### src/rtl/rmrv_pkg.sv
// Shared definitions for the ID/EX operand stage.
// Holds the datapath widths, the ALU function codes and the packed
// entry type used for the ID/EX register.
package rmrv_pkg;

    localparam int XLEN = 32;
    localparam int RA_W = 5;
    localparam int F_W  = 5;

    localparam logic [F_W-1:0] ALU_ADD = 5'b00000;
    localparam logic [F_W-1:0] ALU_SUB = 5'b00001;

    // One decoded instruction as held by the ID/EX stage.
    typedef struct packed {
        logic            valid;
        logic [RA_W-1:0] rs1;
        logic [RA_W-1:0] rs2;
        logic [XLEN-1:0] rs1_data;
        logic [XLEN-1:0] rs2_data;
        logic [XLEN-1:0] imm;
        logic [XLEN-1:0] pc;
        logic            a_pc;
        logic            b_imm;
        logic [F_W-1:0]  f;
        logic [RA_W-1:0] rd;
        logic            rd_we;
        logic            is_load;
    } id_ex_t;

endpackage

### src/rtl/fwd_mux.sv
// Forwarding selector for one source operand.
// Picks EX/MEM data, then MEM/WB data, then the stored register value.
// x0 never matches.
//
// Ports:
//   i_rs, i_rs_data        source register address and stored value
//   i_exm_*                EX/MEM forwarding source
//   i_mwb_*                MEM/WB forwarding source
//   o_fwd                  selected operand value
//   o_exm_hit              EX/MEM targets this source (load or not)
//   o_upd                  o_fwd is safe to write back into the held entry
module fwd_mux #(
    parameter int XLEN = 32,
    parameter int RA_W = 5
) (
    input  logic [RA_W-1:0] i_rs,
    input  logic [XLEN-1:0] i_rs_data,
    input  logic            i_exm_rd_we,
    input  logic [RA_W-1:0] i_exm_rd,
    input  logic [XLEN-1:0] i_exm_data,
    input  logic            i_exm_is_load,
    input  logic            i_mwb_rd_we,
    input  logic [RA_W-1:0] i_mwb_rd,
    input  logic [XLEN-1:0] i_mwb_data,
    output logic [XLEN-1:0] o_fwd,
    output logic            o_exm_hit,
    output logic            o_upd
);

    logic w_rs_nz;
    logic w_mwb_hit;

    assign w_rs_nz   = (i_rs != '0);
    assign o_exm_hit = i_exm_rd_we & (i_exm_rd == i_rs) & w_rs_nz;
    assign w_mwb_hit = i_mwb_rd_we & (i_mwb_rd == i_rs) & w_rs_nz;

    always_comb begin
        o_fwd = i_rs_data;
        if (o_exm_hit) begin
            o_fwd = i_exm_data;
        end else if (w_mwb_hit) begin
            o_fwd = i_mwb_data;
        end
    end

    // An EX/MEM load match shadows any MEM/WB match, and load data is not
    // yet valid, so nothing may be retained in that case.
    assign o_upd = o_exm_hit ? ~i_exm_is_load : w_mwb_hit;

endmodule

### src/rtl/alu_operand_stage.sv
// ID/EX pipeline stage directly upstream of the ALU.
// Holds one decoded instruction, forwards from EX/MEM and MEM/WB,
// interlocks on load-use, and drives ALU operands combinationally.
//
// Ports:
//   clk, rst                         clock, async active-high reset
//   in_valid/in_ready                handshake with decode
//   in_*                             decoded instruction fields
//   flush                            kill held and incoming instruction
//   exm_*, mwb_*                     forwarding sources
//   out_valid/out_ready              handshake with EX/MEM register
//   alu_a, alu_b, alu_f              ALU inputs
//   out_rd, out_rd_we, out_is_load   destination info passed downstream
module alu_operand_stage
    import rmrv_pkg::*;
#(
    parameter int XLEN = rmrv_pkg::XLEN,
    parameter int RA_W = rmrv_pkg::RA_W,
    parameter int F_W  = rmrv_pkg::F_W
) (
    input  logic            clk,
    input  logic            rst,
    input  logic            in_valid,
    output logic            in_ready,
    input  logic [RA_W-1:0] in_rs1,
    input  logic [RA_W-1:0] in_rs2,
    input  logic [XLEN-1:0] in_rs1_data,
    input  logic [XLEN-1:0] in_rs2_data,
    input  logic [XLEN-1:0] in_imm,
    input  logic [XLEN-1:0] in_pc,
    input  logic            in_a_pc,
    input  logic            in_b_imm,
    input  logic [F_W-1:0]  in_f,
    input  logic [RA_W-1:0] in_rd,
    input  logic            in_rd_we,
    input  logic            in_is_load,
    input  logic            flush,
    input  logic            exm_rd_we,
    input  logic [RA_W-1:0] exm_rd,
    input  logic [XLEN-1:0] exm_data,
    input  logic            exm_is_load,
    input  logic            mwb_rd_we,
    input  logic [RA_W-1:0] mwb_rd,
    input  logic [XLEN-1:0] mwb_data,
    output logic            out_valid,
    input  logic            out_ready,
    output logic [XLEN-1:0] alu_a,
    output logic [XLEN-1:0] alu_b,
    output logic [F_W-1:0]  alu_f,
    output logic [RA_W-1:0] out_rd,
    output logic            out_rd_we,
    output logic            out_is_load
);

    id_ex_t          r_entry;
    id_ex_t          w_new;
    logic [XLEN-1:0] w_fwd1;
    logic [XLEN-1:0] w_fwd2;
    logic            w_exm_hit1;
    logic            w_exm_hit2;
    logic            w_upd1;
    logic            w_upd2;
    logic            w_load_use;
    logic            w_out_fire;
    logic            w_capture;

    fwd_mux #(.XLEN(XLEN), .RA_W(RA_W)) u_fwd1 (
        .i_rs          (r_entry.rs1),
        .i_rs_data     (r_entry.rs1_data),
        .i_exm_rd_we   (exm_rd_we),
        .i_exm_rd      (exm_rd),
        .i_exm_data    (exm_data),
        .i_exm_is_load (exm_is_load),
        .i_mwb_rd_we   (mwb_rd_we),
        .i_mwb_rd      (mwb_rd),
        .i_mwb_data    (mwb_data),
        .o_fwd         (w_fwd1),
        .o_exm_hit     (w_exm_hit1),
        .o_upd         (w_upd1)
    );

    fwd_mux #(.XLEN(XLEN), .RA_W(RA_W)) u_fwd2 (
        .i_rs          (r_entry.rs2),
        .i_rs_data     (r_entry.rs2_data),
        .i_exm_rd_we   (exm_rd_we),
        .i_exm_rd      (exm_rd),
        .i_exm_data    (exm_data),
        .i_exm_is_load (exm_is_load),
        .i_mwb_rd_we   (mwb_rd_we),
        .i_mwb_rd      (mwb_rd),
        .i_mwb_data    (mwb_data),
        .o_fwd         (w_fwd2),
        .o_exm_hit     (w_exm_hit2),
        .o_upd         (w_upd2)
    );

    // Only a source the ALU actually consumes can stall on a load.
    assign w_load_use = r_entry.valid & exm_is_load &
                        ((w_exm_hit1 & ~r_entry.a_pc) | (w_exm_hit2 & ~r_entry.b_imm));

    assign out_valid  = r_entry.valid & ~w_load_use;
    assign w_out_fire = out_valid & out_ready;
    assign in_ready   = ~r_entry.valid | w_out_fire;
    assign w_capture  = in_valid & in_ready;

    assign alu_a       = r_entry.a_pc  ? r_entry.pc  : w_fwd1;
    assign alu_b       = r_entry.b_imm ? r_entry.imm : w_fwd2;
    assign alu_f       = r_entry.f;
    assign out_rd      = r_entry.rd;
    assign out_rd_we   = r_entry.rd_we;
    assign out_is_load = r_entry.is_load;

    always_comb begin
        w_new          = '0;
        w_new.valid    = 1'b1;
        w_new.rs1      = in_rs1;
        w_new.rs2      = in_rs2;
        w_new.rs1_data = in_rs1_data;
        w_new.rs2_data = in_rs2_data;
        w_new.imm      = in_imm;
        w_new.pc       = in_pc;
        w_new.a_pc     = in_a_pc;
        w_new.b_imm    = in_b_imm;
        w_new.f        = in_f;
        w_new.rd       = in_rd;
        w_new.rd_we    = in_rd_we;
        w_new.is_load  = in_is_load;
    end

    // While held, forwarded values are folded into the stored data so they
    // survive the producer leaving the pipeline.
    always_ff @(posedge clk or posedge rst) begin
        if (rst) begin
            r_entry <= '0;
        end else if (flush) begin
            r_entry.valid <= 1'b0;
        end else if (w_capture) begin
            r_entry <= w_new;
        end else if (w_out_fire) begin
            r_entry.valid <= 1'b0;
        end else if (r_entry.valid) begin
            if (w_upd1) begin
                r_entry.rs1_data <= w_fwd1;
            end
            if (w_upd2) begin
                r_entry.rs2_data <= w_fwd2;
            end
        end
    end

endmodule
### config.mk
export PLATFORM = sky130hd
export DESIGN_NAME = alu_operand_stage
export DESIGN_NICKNAME = d
export VERILOG_FILES = /design/src/rtl/rmrv_pkg.sv /design/src/rtl/fwd_mux.sv /design/src/rtl/alu_operand_stage.sv
export SDC_FILE = /design/constraint.sdc
export NUM_CORES = 1
export LEC_CHECK = 0
export BUFFER_PORTS_ARGS = -buffer_cell sky130_fd_sc_hd__buf_2
export CAP_MARGIN = 20
export CORE_AREA = 4 4 116 162
export DETAILED_ROUTE_END_ITERATION = 10
export DIE_AREA = 0 0 120 166
export GPL_ROUTABILITY_DRIVEN = 0
export PLACE_DENSITY = 0.84
export SLEW_MARGIN = 25
export SYNTH_ARGS = -nofsm -noshare
export SYNTH_HDL_FRONTEND = slang
export SYNTH_SLANG_ARGS = --single-unit
### constraint.sdc
create_clock -name clk -period 8.45 [get_ports clk]
set_input_delay 0.845 -clock clk [delete_from_list [all_inputs] [get_ports clk]]
set_output_delay 0.845 -clock clk [all_outputs]
set_load 0.005 [all_outputs]
* After elaboration in Yosys (flattened, before gate mapping)
Index checks and enable logic that the tools add are counted.
Cells by class: eq/ne operators 5, multiplexer cells 16, bitwise operators 23, reduce and logical (&&, ||, !) cells 9
Operators by type and width (number):
- 32-bit 2-to-1 mux | 8
- 64-bit 2-to-1 mux | 3
- 5-bit equality test | 4
- 1-bit AND | 15
- 5-bit nonzero test | 2
- 4-bit AND reduction | 2
- 1-bit inverter | 6
- 2-bit nonzero test | 3
- 1-bit 2-to-1 mux | 5
- 3-bit nonzero test | 1
- 2-bit by 1-bit inequality test with 1-bit output (second input constant) | 1
- 1-bit bitwise OR | 2
- 2-bit AND reduction | 1
Storage, ports and cells: register bits 153, bits of input ports 234, output and inout bits 78, logic and storage cells 66

* Depth between registers and ports, before layout
depth in word-level cells 13, mapped depth 8, gate-level depth less buffers 6

* Hierarchy
Synthesis repeated with hierarchy kept, for this count alone.
Unflattened totals: cells, all modules 833, area total of the unflattened synthesis 9615.5 um2
By module, submodules not included:
- alu_operand_stage | times used 1, cells an instance 489, area each 7656.1 um2, seq. area each 3828.7 um2
- fwd_mux | times used 2, cells an instance 172, area each 979.7 um2, seq. area each 0.0 um2

* Worst setup path after synthesis
Ideal clock, no wire load.
path type input to output, start input port mwb_rd[1], end output port alu_a[10], arrival time 2.423 ns, setup slack 5.182 ns, cell stages on the path 7, path through xnor2_1 -> nand4_1 -> a211oi_1 -> buf_2 -> mux2i_1 -> a211oi_1 -> a21o_1
Between the ends: word-level cells in the longest chain between the ends 6
RTL lines:
- from (decl) | RTL line alu_operand_stage.sv:43 | input logic [RA_W-1:0] mwb_rd,
- 5-bit equality test | RTL line fwd_mux.sv:35 | assign w_mwb_hit = i_mwb_rd_we & (i_mwb_rd == i_rs) & w_rs_nz;
- 1-bit AND (2 in series) | RTL line fwd_mux.sv:35
- 32-bit 2-to-1 mux | RTL line fwd_mux.sv:41 | end else if (w_mwb_hit) begin
- 32-bit 2-to-1 mux | RTL line fwd_mux.sv:39 | if (o_exm_hit) begin
- 32-bit 2-to-1 mux | RTL line alu_operand_stage.sv:106 | assign alu_a = r_entry.a_pc ? r_entry.pc : w_fwd1;
- to (decl) | RTL line alu_operand_stage.sv:47 | output logic [XLEN-1:0] alu_a,
No other way between the ends.

* Worst setup path after layout
start input port exm_rd[2], end output port alu_a[31]
Between the ends: word-level cells in the longest chain between the ends 5
RTL lines:
- from (decl) | RTL line alu_operand_stage.sv:39 | input logic [RA_W-1:0] exm_rd,
- 5-bit equality test | RTL line fwd_mux.sv:34 | assign o_exm_hit = i_exm_rd_we & (i_exm_rd == i_rs) & w_rs_nz;
- 1-bit AND (2 in series) | RTL line fwd_mux.sv:34
- 32-bit 2-to-1 mux | RTL line fwd_mux.sv:39
- 32-bit 2-to-1 mux | RTL line alu_operand_stage.sv:106
No other way between the ends.

==> metrics.md <==
| Metric | Value |
|---|---|
| Cts bufs inserted | 17 |
| CTS tree | done |
| CTS Hold Buffers Added | 0 |
| Final #Nets | ~1400 |
| Crit path max fanout | around 60 |
| Post-Synth XOR/XNOR Area | under 10% |
| Pwr dens | 224 nW/um^2 |
| Total iterations of the first detailed-routing run | 5 |
| Slew margin rel. | 29.4% |
| CTS Sinks | about 150 |
| Clk Latency, worst-skew pair | about 0.42 ns |
| Initial antenna violation count | 9 |
| Design area | roughly 12000 um^2 |
| Vias per cell | between 6 and 7 |
| CTS H-tree depth | 4 |
| CTS max path bufs | 2 |
| Critical Path AT | roughly 3.1 ns |
| RSZ-0062 raised after global routing | false |
| Final Hold Fails | 0 |
| 1st-iter DRT viols | roughly 890 |
| Final setup TNS | 0 ns |
| Mux contribution to synthesized area | ~18% |
| Top cell type's share of synthesized area | roughly two fifths |
| Initial Util | a little over half |
| Drt drc | 0 |
| ANT nets after route | 0 |
| Total wire length | 29000 um |
| Vias in the first global route | just over 9000 |
| Hpwl dp | about 19000 um |
| Startpoint Class | input port |
| Port Buffer Count | roughly 310 |
| Max Slew Vio Count | 0 |
| Gr ovfl total | 0 |
| VDD IR max | about 0.11 mV |
| Min-Delay Path Class | reg -> reg |
| Cell Area, Placed | around 11000 um^2 |
| Status | finished clean |
| Min Tclk post-route | between 3 and 4 ns |
| Gr usage total | 28.8% |
| Post-Syn Area | between 9000 and 10000 um^2 |
| Syn-to-layout area delta | 25.0% |
| Share of layout cells above drive strength 1 | between 30 and 40% |
| Crit path required time | between 7 and 8 ns |
| Count of cell types in the netlist | 33 |
| CP Capture Type | output pin |
| Net Count, Synth | between 1000 and 1500 |
| Max Cap Violations | 0 |
| Filler cell count in the final layout | 1370 |
| Critical path class | in -> out |
| Core Rows | 57 |
| Post-CTS Setup Bufs | 0 |
| Post-Synth Adder-Cell Area | 0% |
| Synth Area in Compound Gates | between 20% and 30% |
| Final setup violation count | 0 |
| CTS clk-pin slew, worst paths | roughly 0.06 ns |
| Top cells by area, synth | dfrtp_1 41%, mux2_2 8.2%, mux2i_1 7.1% |
| Largest net degree at the start of global routing | 99 |
| Post-synthesis sequential area ratio | about two fifths |
| DIE AREA | 19900 um^2 |
| Synth area leader | dfrtp_1 |
| Core ar. | about 17000 um^2 |
| First-pass GRT wire length | approximately 47000 um |
| Layout Skew | about 0.012 ns |
| Root Buffer | clkbuf_16 |
| Avg Synthesized Cell Area | 10.2 um^2 |
| Post_cts resized | 0 |
| Wirelength per Cell | between 20 and 25 um |
| Number of synthesis warnings | 0 |
| Actual slew at the worst max-slew pin | about 1.1 ns |
| Post-Synth Simple-Gate Area | ~8.3% |
| Gate Count Post-Synth | a little over 900 |
| Peak Freq | between 200 and 300 MHz |
| Post-synthesis register bit count | 153 |
| Pleak | approximately 5.2 nW |
| IO Count | around 310 |
| DIE HEIGHT | 166 um |
| Vias | 8686 |
| Fin crit share | between 40 and 50% |
| Largest family of logic cells by synthesized area | compound AO/OA/AOI/OAI gates |
| Die X | about 120 um |
layer usage:
metal / GRT usage (%) / routed length, um / up-vias
met5: 0 / 0 / -
met4: 13.1 / 969 / 0
met3: 5.14 / 1810 / 68
met2: 50.6 / 15000 / 393
met1: 34.0 / 11200 / 4274
li1: - / - / 3951
worst max-delay path, stage by stage:
cell and delay (ns):
buf_2 0.12, xor2_1 0.15, a211oi_1 0.46, nand3_4 0.47, buf_12 0.35, a211oi_1 0.43
a21o_1 0.13, buf_2 0.12
cell usage after synthesis:
master,n
a21o_1,64
nand4_1,2
buf_1,5
inv_1,5
a41oi_1,1
xor2_1,10
buf_6,3
dfrtp_1,153
nor2_1,69
mux2i_1,66
o211a_1,1
nor3_1,3
nor4_2,1
xnor2_1,10
nand2_1,4
or3_1,64
and3_1,1
nand3_2,2
a21oi_1,66
mux2_1,20
a31o_1,1
mux2_2,68
a41o_1,2
buf_2,14
o21bai_1,1
clkbuf_1,63
a2bb2oi_1,64
o211ai_1,64
nor3b_4,1
buf_4,14
or4_1,1
nand3_1,2
a211oi_1,66
cell families (layout without fill, tap and decap cells):
kind of cell    after synthesis  count (layout)
mux                         154             154
flops                       153             153
xor+xnor                     20              20
simple gates                150             150
compound gates              330             330
other cells                   0               9
buf+inv                     104             363
placed cells by master, fill, tap and decap left out, types with 10 or more instances in the layout:
cell,synthesis,routed
nor2_1,69,69
xor2_1,10,10
a21o_1,64,64
buf_4,14,11
or3_1,64,64
buf_2,14,311
mux2_1,20,20
a21oi_1,66,64
xnor2_1,10,10
o211ai_1,64,64
dfrtp_1,153,151
mux2_2,68,68
mux2i_1,66,66
a211oi_1,66,65
a2bb2oi_1,64,64
clkbuf_16,0,17
through the flow:
step	instances	utilization (%)	setup WS [ns]	hold slack [ns]	total power, W
2_1_floorplan	911	-	3.48	0.459	0.00145
3_3_place_gp	1371	62.8	4.27	0.468	0.00171
3_5_place_dp	1371	62.8	4.25	0.475	0.00173
4_1_cts	1403	66.7	4.23	0.490	0.00261
5_1_grt	1415	67.2	4.37	0.505	0.00274
6_report	1415	67.2	4.50	0.487	0.00260
layout make-up:
| type | instances | area (um^2) | area share, % |
|---|---|---|---|
| diodes | 9 | 22.5 | 0.193 |
| clock buffers | 17 | 425 | 3.65 |
| clock inverters | 15 | 238 | 2.04 |
| inverters | 5 | 23.8 | 0.204 |
| multi-input cells | 654 | 5090 | 43.7 |
| flip-flops and latches | 153 | 3830 | 32.9 |
| well taps | 236 | 295 | 2.54 |
| repair buffers | 326 | 1720 | 14.8 |
power by group:
| part | internal (W) | switching, W |
|---|---|---|
| clock network | 0.000532 | 0.000340 |
| logic | 0.000391 | 0.000358 |
| registers | 0.000886 | 0.0000975 |
| total | 0.00181 | 0.000795 |
sequential cells by signal, indices dropped and copies added, names as in the netlist:
signal,count
out_is_load,1
out_rd,5
r_entry,141
out_rd_we,1
alu_f,5
final timing paths:
path                              startpoint      endpoint  slack, ns  cells after the start
max in group asynchronous                rst  r_entry[121]       6.71                      3
worst min register to register   r_entry[30]   r_entry[30]       0.49                      1
worst max-delay path               exm_rd[2]     alu_a[31]       4.50                      8
min in group asynchronous                rst   r_entry[41]       0.54                      2
worst min-delay path             r_entry[30]   r_entry[30]       0.49                      1
worst max register to register  r_entry[147]  r_entry[104]       4.84                      8
Note: power is estimated with default switching activity, not from simulation.
